## src/rtl/dcp_arb_pkg.sv

```systemverilog
// dcp_arb_pkg: shared types and default sizing for the read-command lane arbiter.
`ifndef ADDR_LENTH
`define ADDR_LENTH 32
`endif
package dcp_arb_pkg;
    typedef enum logic {IDLE, LOCK} state_e;
    localparam int ARB_N = 16;
    localparam int ARB_AW = 4;
    localparam int ARB_QW = 4;
    localparam int CRSBAR_WIDTH = `ADDR_LENTH + 9;
endpackage

```

## src/rtl/dcp_rd_cmd_arb_if.sv

```systemverilog
// dcp_rd_cmd_arb_if: requester-side and lane-side signals of the read-command arbiter.
interface dcp_rd_cmd_arb_if #(
    parameter int N  = dcp_arb_pkg::ARB_N,
    parameter int DW = dcp_arb_pkg::CRSBAR_WIDTH,
    parameter int AW = dcp_arb_pkg::ARB_AW,
    parameter int QW = dcp_arb_pkg::ARB_QW
) ();
    logic [N-1:0] iVld;
    logic [N*DW-1:0] iPld;
    logic [N*AW-1:0] iDst;
    logic [N-1:0] oRdy;
    logic [N*QW-1:0] iQuota;
    logic oVld;
    logic [DW-1:0] oPld;
    logic [AW-1:0] oDst;
    logic [$clog2(N)-1:0] oSrc;
    logic iRdy;
    logic oBusy;
    modport slave (input iVld, iPld, iDst, iQuota, iRdy, output oRdy, oVld, oPld, oDst, oSrc, oBusy);
    modport master (output iVld, iPld, iDst, iQuota, iRdy, input oRdy, oVld, oPld, oDst, oSrc, oBusy);
endinterface

```

## src/rtl/dcp_rr_pick.sv

```systemverilog
// dcp_rr_pick: first requester at or after ptr, wrapping modulo N.
module dcp_rr_pick #(
    parameter int N  = 16,
    parameter int IW = $clog2(N)
) (
    input  logic [N-1:0]  req,
    input  logic [IW-1:0] ptr,
    output logic [N-1:0]  gnt,
    output logic [IW-1:0] idx
);
    always_comb begin
        logic [IW-1:0] j;
        idx = ptr;
        j = ptr;
        for (int i = N - 1; i >= 0; i--) begin
            j = ptr + IW'(i);
            if (req[j]) idx = j;
        end
        gnt = |req ? N'(1) << idx : '0;
    end
endmodule

```

## src/rtl/dcp_rd_cmd_arb.sv

```systemverilog
// dcp_rd_cmd_arb: weighted round-robin merge of N read-command streams onto one registered lane.
module dcp_rd_cmd_arb
    import dcp_arb_pkg::*;
#(
    parameter int N  = ARB_N,
    parameter int DW = CRSBAR_WIDTH,
    parameter int AW = ARB_AW,
    parameter int QW = ARB_QW
) (
    input logic iClk,
    input logic iRst,
    dcp_rd_cmd_arb_if.slave bus
);
    localparam int IW = $clog2(N);
    state_e state_q, state_d;
    logic [IW-1:0] ptr_q, ptr_d, owner_q, owner_d, src_q, src_d, idx, sel;
    logic [QW:0] cnt_q, cnt_d, cnt_nx;
    logic [QW-1:0] quota_q, quota_d, quota_raw, quota_new;
    logic [DW-1:0] pld_q, pld_d;
    logic [AW-1:0] dst_q, dst_d;
    logic [N-1:0] gnt, rdy;
    logic vld_q, vld_d, can_acc, own_vld, acc;

    dcp_rr_pick #(.N(N)) u_pick (.req(bus.iVld), .ptr(ptr_q), .gnt(gnt), .idx(idx));

    assign can_acc = !vld_q || bus.iRdy;
    assign own_vld = bus.iVld[owner_q];
    assign sel = state_q == LOCK ? owner_q : idx;
    assign rdy = (iRst || !can_acc) ? '0 : state_q == LOCK ? (own_vld ? N'(1) << owner_q : '0) : gnt;
    assign acc = |rdy;
    assign quota_raw = bus.iQuota[idx*QW +: QW];
    assign quota_new = quota_raw == '0 ? QW'(1) : quota_raw;
    assign cnt_nx = cnt_q + (QW+1)'(1);

    always_ff @(posedge iClk) begin
        if (iRst) begin
            state_q <= IDLE;
            ptr_q <= '0;
            owner_q <= '0;
            cnt_q <= '0;
            quota_q <= '0;
            vld_q <= 1'b0;
            pld_q <= '0;
            dst_q <= '0;
            src_q <= '0;
        end else begin
            state_q <= state_d;
            ptr_q <= ptr_d;
            owner_q <= owner_d;
            cnt_q <= cnt_d;
            quota_q <= quota_d;
            vld_q <= vld_d;
            pld_q <= pld_d;
            dst_q <= dst_d;
            src_q <= src_d;
        end
    end

    // An owner gap releases the lock even when the output stage is stalled.
    always_comb begin
        state_d = state_q;
        ptr_d = ptr_q;
        owner_d = owner_q;
        cnt_d = cnt_q;
        quota_d = quota_q;
        if (state_q == IDLE) begin
            if (acc) begin
                owner_d = idx;
                quota_d = quota_new;
                cnt_d = (QW+1)'(1);
                state_d = quota_new == QW'(1) ? IDLE : LOCK;
                ptr_d = quota_new == QW'(1) ? idx + IW'(1) : ptr_q;
            end
        end else if (!own_vld || (acc && cnt_nx == {1'b0, quota_q})) begin
            state_d = IDLE;
            ptr_d = owner_q + IW'(1);
        end else if (acc) begin
            cnt_d = cnt_nx;
        end
    end

    always_comb begin
        vld_d = acc || (vld_q && !bus.iRdy);
        pld_d = acc ? bus.iPld[sel*DW +: DW] : pld_q;
        dst_d = acc ? bus.iDst[sel*AW +: AW] : dst_q;
        src_d = acc ? sel : src_q;
    end

    assign bus.oRdy = rdy;
    assign bus.oVld = vld_q;
    assign bus.oPld = pld_q;
    assign bus.oDst = dst_q;
    assign bus.oSrc = src_q;
    assign bus.oBusy = state_q == LOCK;
endmodule

```

## src/flat_wrapper.sv

```systemverilog
// flat-port wrapper written by rule: the top's interface ports become plain ports
module dcp_rd_cmd_arb_flat import dcp_arb_pkg::*;
#(
    parameter int N  = ARB_N,
    parameter int DW = CRSBAR_WIDTH,
    parameter int AW = ARB_AW,
    parameter int QW = ARB_QW
)
  (iClk, iRst, bus_iVld, bus_iPld, bus_iDst, bus_iQuota, bus_iRdy, bus_oRdy, bus_oVld, bus_oPld, bus_oDst, bus_oSrc, bus_oBusy);
  dcp_rd_cmd_arb_if #(.N(N), .DW(DW), .AW(AW), .QW(QW)) bus_i ();
  input logic iClk;
  input logic iRst;
  input wire logic [$bits(bus_i.iVld)-1:0] bus_iVld;
  input wire logic [$bits(bus_i.iPld)-1:0] bus_iPld;
  input wire logic [$bits(bus_i.iDst)-1:0] bus_iDst;
  input wire logic [$bits(bus_i.iQuota)-1:0] bus_iQuota;
  input wire logic [$bits(bus_i.iRdy)-1:0] bus_iRdy;
  output wire logic [$bits(bus_i.oRdy)-1:0] bus_oRdy;
  output wire logic [$bits(bus_i.oVld)-1:0] bus_oVld;
  output wire logic [$bits(bus_i.oPld)-1:0] bus_oPld;
  output wire logic [$bits(bus_i.oDst)-1:0] bus_oDst;
  output wire logic [$bits(bus_i.oSrc)-1:0] bus_oSrc;
  output wire logic [$bits(bus_i.oBusy)-1:0] bus_oBusy;
  assign bus_i.iVld = bus_iVld;
  assign bus_i.iPld = bus_iPld;
  assign bus_i.iDst = bus_iDst;
  assign bus_i.iQuota = bus_iQuota;
  assign bus_i.iRdy = bus_iRdy;
  assign bus_oRdy = bus_i.oRdy;
  assign bus_oVld = bus_i.oVld;
  assign bus_oPld = bus_i.oPld;
  assign bus_oDst = bus_i.oDst;
  assign bus_oSrc = bus_i.oSrc;
  assign bus_oBusy = bus_i.oBusy;
  dcp_rd_cmd_arb #(.N(N), .DW(DW), .AW(AW), .QW(QW)) u_core (.iClk(iClk), .iRst(iRst), .bus(bus_i));
endmodule
```

## config.mk

```make
export PLATFORM = sky130hd
export DESIGN_NAME = dcp_rd_cmd_arb_flat
export DESIGN_NICKNAME = d
export VERILOG_FILES = /design/src/rtl/dcp_arb_pkg.sv /design/src/rtl/dcp_rd_cmd_arb_if.sv /design/src/rtl/dcp_rr_pick.sv /design/src/rtl/dcp_rd_cmd_arb.sv /design/src/flat_wrapper.sv
export SDC_FILE = /design/constraint.sdc
export NUM_CORES = 1
export LEC_CHECK = 0
export ABC_AREA = 1
export CORE_AREA = 2 2 336 338
export DETAILED_ROUTE_END_ITERATION = 12
export DIE_AREA = 0 0 338 340
export GPL_ROUTABILITY_DRIVEN = 0
export PLACE_DENSITY = 0.34
export SYNTH_ARGS = -nofsm -noshare
export SYNTH_HDL_FRONTEND = slang
export SYNTH_HIERARCHICAL = 1
export SYNTH_SLANG_ARGS = --single-unit
```

## constraint.sdc

```tcl
create_clock -name iClk -period 11.9 [get_ports iClk]
set_input_delay 1.19 -clock iClk [delete_from_list [all_inputs] [get_ports iClk]]
set_output_delay 1.19 -clock iClk [all_outputs]
set_load 0.02 [all_outputs]
```

; ---- Word level (Yosys, flattened, before mapping)
; Index checks and enable logic that the tools add are counted.
[totals]
n_memories = 0
out_inout_bits = 67
reg_bits = 68
inputBits = 803
word_cells = 141
romBits = 0
latchBits = 0
mem_bits_rw = 0
[op_classes]
shifts = 5
add_sub_neg = 18
n_mul = 1
n_reduce_logical = 18
n_mux = 68
bitwise = 1
n_lt_le_gt_ge = 17
div_mod_pow = 0
n_eq_ne = 4
[ops]
columns = cell, n
row1 = $shiftx A656 B11 Y41, 1
row2 = $shiftx A64 B7 Y4, 2
row3 = $mux W4, 22
row4 = $lt A4 B5 Y1 const B, 17
row5 = $bmux W1 S4, 17
row6 = $mux W16, 4
row7 = $add A4 B4 Y4 const B, 8
row8 = $reduce_or A16 Y1, 2
row9 = $shl A1 B4 Y16 const A, 2
row10 = $mux W1, 21
row11 = $mux W5, 4
row12 = $add A4 B3 Y4 const B, 4
row13 = $add A4 B1 Y4 const B, 3
row14 = $mul A4 B6 Y10 const B, 1
row15 = $add A4 B2 Y4 const B, 2
row16 = $add A5 B1 Y5 const B, 1
row17 = $eq A5 B4 Y1, 1
row18 = $eq A4 B1 Y1 const B, 1
row19 = $logic_not A1 Y1, 4
row20 = $logic_not A4 Y1, 1
row21 = $logic_or A1 B1 Y1, 4
row22 = $ne A2 B2 Y1 const B, 2
row23 = $reduce_and A2 Y1, 2
row24 = $reduce_bool A2 Y1, 2
row25 = other kinds (3), 4

; ---- Depth between registers and ports, before layout
; Gate-level depths: netlist of the first run.
[logic_depth]
depth_word = 28
ltp_mapped = 45
depth_no_buf = 44

; ---- By module
; Netlist of the first run, hierarchy kept.
[by_module_without_submodules]
columns = mod, area_each_um2, instances, seq_area_each_um2, cells_each
row1 = dcp_rd_cmd_arb, 9613.0, 1, 1361.3, 1670
row2 = dcp_rr_pick, 1826.8, 1, 0.0, 398

; ---- Worst setup path after synthesis of the first run
; OpenSTA, ideal clock, no wires.
[synth_path]
path_kind = flip-flop to output port
startpoint = register u_core.ptr_q[1]
endpoint = output port bus_oRdy[12]
t_required_ns = 10.710
arrival_time_ns = 3.276
stages_incl_launch_ff = 30
n_path_buf = 2
setup_slack_ns = 7.434
cell_sequence = dfxtp_1 > inv_1 > buf_2 > ha_1 > inv_1 > buf_2 > nand3_1 > nand3_1 > nand3_1 > nand2_1 > nand2_1 > nand3_1 > nand2_1 > nand2_1 > nand2_1 > nand2_1 > nand2_1 > nand2_1 > nand2_1 > nand2_1 > nand2_1 > nand2_1 > nand2_1 > nand2_1 > nand2_2 > a21oi_4 > nand3_1 > nor2_1 > nand2_1 > a21oi_1
[synth_between]
elab_chain_len = 23
word_cells_on_any_way = 67
classes_between = add/sub: 15 / shift: 1 / mux: 51
[synth_lines]
columns = element, line_no
row1 = "start, declared", dcp_rd_cmd_arb.sv:16  ; logic [IW-1:0] ptr_q, ptr_d, owner_q, owner_d, src_q, src_d, idx, sel;
row2 = "start signal, assigned", dcp_rd_cmd_arb.sv:48  ; ptr_q <= ptr_d;
row3 = $add A4 B4 Y4, dcp_rr_pick.sv:16  ; j = ptr + IW'(i);
row4 = $bmux W1 S4, dcp_rr_pick.sv:17  ; if (req[j]) idx = j;
row5 = $mux W1 (not written as such), dcp_rr_pick.sv:17
row6 = $mux W4 (15 in series), dcp_rr_pick.sv:17
row7 = $mux W4 *, dcp_rr_pick.sv:17
row8 = via u_core.idx[2], dcp_rd_cmd_arb.sv:16
row9 = $shl A1 B4 Y16 *, dcp_rr_pick.sv:19  ; gnt = |req ? N'(1) << idx : '0;
row10 = $mux W16 *, dcp_rr_pick.sv:19
row11 = via u_core.gnt[12], dcp_rd_cmd_arb.sv:21  ; logic [N-1:0] gnt, rdy;
row12 = $mux W16 * (2 in series), dcp_rd_cmd_arb.sv:29  ; assign rdy = (iRst || !can_acc) ? '0 : state_q == LOCK ? (own_vld ? N'(1) << owner_q : '0) : gnt;
row13 = "end, declared", flat_wrapper.sv:18  ; output wire logic [$bits(bus_i.oRdy)-1:0] bus_oRdy;
; Mark *: on every way through the listed nets, which the timed path passes. The rest lies on a longest branch. The select of a mux whose other input is x is not followed.

; ---- Worst setup path in the final report of the first run
[layout_path]
startpoint = register u_core.ptr_q[1]
endpoint = register u_core.pld_q[32] (netlist: u_core/bus.oPld[32])
[layout_between]
elab_chain_len = 24
word_cells_on_any_way = 71
classes_between = add/sub: 15 / mul: 1 / shift: 2 / mux: 52 / reduce/logical: 1
[layout_lines]
columns = element, line_no
row1 = $add A4 B4 Y4, dcp_rr_pick.sv:16
row2 = $bmux W1 S4, dcp_rr_pick.sv:17
row3 = $mux W1 (not written as such), dcp_rr_pick.sv:17
row4 = $mux W4 (15 in series), dcp_rr_pick.sv:17
row5 = $mux W4 *, dcp_rr_pick.sv:17
row6 = via u_core.idx[1], dcp_rd_cmd_arb.sv:16
row7 = "parallel branches: the longest is 5 deep, another holds $mul A4 B6 Y10", n/a
row8 = "end signal, assigned", dcp_rd_cmd_arb.sv:53  ; pld_q <= pld_d;
row9 = "end, declared", dcp_rd_cmd_arb.sv:19  ; logic [DW-1:0] pld_q, pld_d;
; Mark *: on every way through the listed nets, which the timed path passes. The select of a mux whose other input is x is not followed.
; A chain may end at the register's enable or synchronous reset.

==> results of run 1 <==
registers in the layout, indices dropped and copies added (netlist names):
register / flops
u_core/ptr_q: 4
u_core/cnt_q: 5
u_core/bus.oDst: 4
u_core/owner_q: 4
u_core/bus.oPld: 41
u_core/bus.oBusy: 1
u_core/quota_q: 4
u_core/bus.oVld: 1
u_core/bus.oSrc: 4
per-layer routing:
layer | global-route usage | wire length, um | up-vias
li1 | - | - | 8818
met1 | 0.215 | 45200 | 8948
met2 | 0.366 | 61800 | 731
met3 | 0.0447 | 7650 | 122
met4 | 0.0408 | 1740 | 24
met5 | 0 | 142 | -
critical path: cells and delay by family (launching register included):
family                   cells  cell delay [ns]
buffers and inverters        5             2.53
AND/OR/NAND/NOR             21             1.97
AO/OA/AOI/OAI                5             1.48
adder cells (fa/ha/maj)      1             0.79
flip-flops                   1             0.77
cells in the mapped netlist, types with 9 or more instances:
master	count	area (um^2)
o21ai_0	404	2020
o211ai_1	87	653
xor2_1	10	87.6
clkbuf_1	143	537
buf_2	28	140
dfxtp_1	68	1360
inv_2	13	48.8
ha_1	9	113
nand2_2	12	75.1
nand2_1	266	998
mux2i_1	16	160
inv_1	83	312
o22ai_1	71	444
nor2_1	411	1540
a21oi_1	71	355
nand3_1	131	656
a31oi_1	39	244
o221ai_1	107	937
o21ai_1	31	155
logic make-up (layout without fill, tap and decap cells):
kind of cell,Yosys count,in the layout,share of synthesized area
xor+xnor,14,14,0.0114
mux,16,16,0.0140
buf+inv,291,1006,0.105
flops,68,68,0.119
other cells,0,12,0
simple gates,841,841,0.302
compound gates,829,829,0.439
fa+ha+maj,9,9,0.00984
worst min-delay path by stage:
stage	startpoint	endpoint
CTS	u_core/bus.oSrc[3]	u_core/bus.oSrc[3]
finish	u_core/cnt_q[4]	u_core/cnt_q[4]
global route	u_core/bus.oSrc[3]	u_core/bus.oSrc[3]
floorplan	u_core/quota_q[1]	u_core/quota_q[1]
global placement	u_core/bus.oSrc[3]	u_core/bus.oSrc[3]
detailed placement	u_core/bus.oSrc[3]	u_core/bus.oSrc[3]
cell type report:
| cell class | instances | area, um^2 |
|---|---|---|
| Antenna cell | 12 | 30.0 |
| Clock buffer | 9 | 225 |
| Clock inverter | 7 | 130 |
| Fill cell | 12843 | 89700 |
| Inverter | 100 | 393 |
| Multi-Input combinational cell | 1709 | 8930 |
| Sequential cell | 68 | 1360 |
| Tap cell | 1500 | 1880 |
| Timing Repair Buffer | 890 | 8880 |
per-stage QoR:
step	area [um^2]	util	hold WS, ns
final	21800	0.196	0.475
after detailed placement	21400	0.192	0.468
after global placement	21400	0.192	0.458
after global routing	21800	0.196	0.491
after CTS	21800	0.195	0.477
after floorplan	11400	-	0.449
==> results.md, run 1 <==
- DRC: 0
- Max_cap viols: 0
- Worst hold stages: 2
- Yosys cell types: 44
- IO Pins: 870
- Global route overflow: 0
- Die span in y: 340 um
- Vias in the first global route: 19088
- CTS tree: done
- Critical path destination: u_core/bus.oPld[32]
- Initial core utilization: 0.103
- Final Setup Violations: 0
- Cells after Synth: 2068
- R2r startpoint: u_core/ptr_q[1]
- Relative slew slack: 0.266
- Hold WC Path Type: flop to flop
- DP Cell Count: between 4000 and 5000
- EDFF count, synth: 0
- CTS Hold Bufs: 0
- Bufs on Longest Clock Path: 2
- Synth Register Bits: slightly below 70
- Fin crit period: 7.75 ns
- Avg Inst Size Synth: between 5 and 6 um^2
- Setup WS pre-CTS: 4.15 ns
- Area grow syn2layout: 90.8%
- Total core area: between 0.1 and 0.15 mm^2
- Worst flop-to-flop path endpoint: u_core/bus.oPld[32]
- Nets: 3590
- GRT Util Overall: 0.193
- Sequential cell area fraction in the yosys report: 0.119
- Initial drt markers: 1345
- Setup Fix Bufs, Post-CTS: 0
- Prevailing post-synth register cell: dfxtp_1
- CTS clock-pin slew for the worst setup and hold paths: about 0.090 ns
- Port bufs: slightly below 900
- Root buffer cell: clkbuf_16
- Global-route wire length before repair: 155 mm
- Upper clock frequency limit: 129 MHz
- Fin crit share: 0.651
- DPL Wire Length: 94.6 mm
- Ratio of cells with drive above 1 in the final layout: 0.0331
- Total negative setup slack: 0 ns
- Most used cell, CP: nand2_1
- Maximum number of pins on one net before global-route repair: 140
- Final hold vios: 0
- CP startpoint kind: flop
- Critical Path RT: 12.22 ns
- RSZ-0062 raised after global routing: no
- Post-cts sizing count: 0
- Wire per inst: roughly 27 um
- H-tree Lvls: 3
- Final wirelength: 116 mm
- Synth Warn #: 6
- Die X: 338 um
- Syn_nets: 2880
- Critical path's largest stage delay: roughly 0.79 ns
- Status: complete, no violations
- Slowest-stage cell, CP: ha_1
- Site Rows: 123
- Async set-or-reset flop fraction in the synthesized netlist: 0
- Num CTS Buffers: 9
- Commonest non-fill, non-tap cell in the layout: clkdlybuf4s50_1
- Final clock skew: just under 0.03 ns
- Critical path class: flop to flop
- Post-Syn Area: 0.0114 mm^2
- Launch point of the worst path: u_core/ptr_q[1]
- Final Max Tran Viols: 0
- Worst Path Max Fanout: 55
- DR vias/cell: 4.34
- Crit path DAT: around 8 ns
- Initial antenna violation count: 49
- Most frequent cells in the layout: clkdlybuf4s50_1 (869), nor2_1 (411), o21ai_0 (402)
- # clock sinks: a little under 70
- Worst r2r path cells: 32
- Slew of the pin with the lowest slew margin: 1.10 ns
- Endpoint type of the worst setup path: flop
- Reg2Reg Setup Slack: 4.15 ns
- Final ANT Viol Nets: 0
- Setup ws final: a little over 4 ns
- Vias: roughly 19000
- Skew-Pair Late Insertion Delay: 0.40 ns
- Pre-antenna DRT Iters: 5
- Die area: 0.115 mm^2
- Fin cells: 4295
Power of run 1 is left out: the tool's default activity adds up to more than one toggle a clock period on the data nets, which glitch-free logic cannot reach.
==> run 2, diff against run 1 <==
- CORE_AREA: 2 2 336 338 -> 2 2 335 337
- DIE_AREA: 0 0 338 340 -> 0 0 337 339
- PLACE_DENSITY: 0.34 -> 0.35
- clock period: 11.9 -> 6.5 ns (I/O delays scaled with it)
==> run 2 against run 1 <==
Core utilization increased by 0.91 points. Routed wire length increased by 1.9%. Register-to-register slack got worse by 3.3 ns. Setup slack got worse by 3.6 ns. Final cell count increased by 1.6%.
==> results.md, run 2 (synthesis results as in run 1) <==
- Ratio of cells with drive above 1 in the final layout: 0.0588 (+0.0257)
- Die X: 337 um (-0.30%)
- Worst hold stages: 2 (unchanged)
- Most frequent cells in the layout: clkdlybuf4s50_1 (869), nor2_1 (411), o21ai_0 (402)
- H-tree Lvls: 3 (unchanged)
- CP startpoint kind: flop
- Fin crit period: 5.97 ns
- Upper clock frequency limit: 167 MHz
- CTS tree: done
- Die area: 0.114 mm^2 (-0.59%)
- # clock sinks: 68 (unchanged)
- Wire per inst: 27.2 um (+0.30%)
- Root buffer cell: clkbuf_16
- Critical Path RT: 5.85 ns (-6.37 ns)
- Skew-Pair Late Insertion Delay: 0.38 ns (-0.02 ns)
- Max reg flops: 41 (unchanged)
- Final wirelength: 119 mm (+1.9%)
- Initial drt markers: 1388 (+3.2%)
- Total negative setup slack: 0 ns (unchanged)
- Critical path's largest stage delay: 0.69 ns (-0.10 ns)
- IO Pins: 870 (unchanged)
- Site Rows: 122 (-0.81%)
- Final Max Tran Viols: 0 (unchanged)
- Pre-antenna DRT Iters: 5 (unchanged)
- Max_cap viols: 0 (unchanged)
- Initial core utilization: 0.104 (+0.00113)
- Total core area: 0.110 mm^2 (-1.1%)
- Vias: 18895 (+1.4%)
- Global-route wire length before repair: 158 mm (+1.8%)
- RSZ-0062 raised after global routing: no
- Fin crit share: 0.919
- Endpoint type of the worst setup path: output port
- Setup Fix Bufs, Post-CTS: 0 (unchanged)
- DRC: 0 (unchanged)
- Port bufs: 869 (unchanged)
- Most used cell, CP: nand2_1
- Commonest non-fill, non-tap cell in the layout: clkdlybuf4s50_1
- Crit path DAT: 5.32 ns (-2.74 ns)
- Slowest-stage cell, CP: dfxtp_1
- CTS clock-pin slew for the worst setup and hold paths: 0.07 ns (-0.02 ns)
- Final Setup Violations: 0 (unchanged)
- DPL Wire Length: 99.9 mm (+5.5%)
- Final hold vios: 0 (unchanged)
- CTS Hold Bufs: 0 (unchanged)
- Vias in the first global route: 19392 (+1.6%)
- Nets: 3667 (+2.1%)
- Final ANT Viol Nets: 0 (unchanged)
- DR vias/cell: 4.33 (-0.25%)
- Status: complete, no violations
- Critical path class: flop to output port
- Post-cts sizing count: 0 (unchanged)
- Num CTS Buffers: 9 (unchanged)
- Initial antenna violation count: 60 (+22%)
- GRT Util Overall: 0.198 (+0.00480)
- Maximum number of pins on one net before global-route repair: 64 (-54%)
- Worst Path Max Fanout: 17 (-69%)
- Global route overflow: 0 (unchanged)
- Area grow syn2layout: 97.6%
- Final clock skew: 0.0108 ns (-0.0187 ns)
- Hold WC Path Type: flop to flop
- Die span in y: 339 um (-0.29%)
- Relative slew slack: 0.463 (+0.197)
- Slew of the pin with the lowest slew margin: 0.802 ns (-0.299 ns)
- Worst r2r path cells: 35 (+9.4%)
- Bufs on Longest Clock Path: 2 (unchanged)
==> run 2: cell count changes in the layout (fill, tap and decap cells not counted) <==
cell	delta
bufinv_16	-1
diode_2	+5
buf_4	+59
clkbuf_8	+1
clkinvlp_4	+1
buf_12	+18
inv_8	-2
==> run 2: critical path, delay by kind of cell (launching register included) <==
kind / cells / cell delay [ns]
xor gates and xnor gates: 1 / 0.42
buffers and inverters: 3 / 1.20
adders and majority gates: 1 / 0.22
AOI/OAI and AO/OA: 3 / 0.90
and+or+nand+nor: 20 / 1.48
DFF: 1 / 0.69
==> run 2: layer usage <==
metal | wire (um) | share of wire | global-route usage
met1 | 46000 | 0.39 | 0.220
met2 | 61400 | 0.52 | 0.372
met3 | 8330 | 0.070 | 0.0498
met4 | 2760 | 0.023 | 0.0413
met5 | 234 | 0.0020 | 0
==> run 2: worst paths after layout <==
kind | from | end | slack, ns
worst max-delay path | u_core/ptr_q[0] | bus_oRdy[13] | 0.53
worst max register to register | u_core/ptr_q[0] | u_core/bus.oPld[0] | 0.90
worst min-delay path | u_core/cnt_q[4] | u_core/cnt_q[4] | 0.48
worst min register to register | u_core/cnt_q[4] | u_core/cnt_q[4] | 0.48
==> run 2: area by class of cell <==
class / instances / area, um^2
Clock inverter: 5 / 85.1
Antenna cell: 17 / 42.5
Fill cell: 12667 / 87800
Tap cell: 1488 / 1860
Clock buffer: 10 / 239
Multi-Input combinational cell: 1709 / 8930
Inverter: 100 / 393
Sequential cell: 68 / 1360
Timing Repair Buffer: 967 / 9680
==> run 2: metrics by stage <==
stage / utilization / instance area, um^2 / worst slack (ns) / hold slack (ns) / cells
2_1_floorplan: - / 11400 / 2.29 / 0.449 / 2068
3_3_place_gp: 0.201 / 22200 / 0.753 / 0.466 / 4332
3_5_place_dp: 0.201 / 22200 / 0.837 / 0.469 / 4332
4_1_cts: 0.204 / 22600 / 0.435 / 0.478 / 4347
5_1_grt: 0.205 / 22600 / 0.0610 / 0.500 / 4356
6_report: 0.205 / 22600 / 0.528 / 0.476 / 4364
Power of run 2 is left out for the same reason.
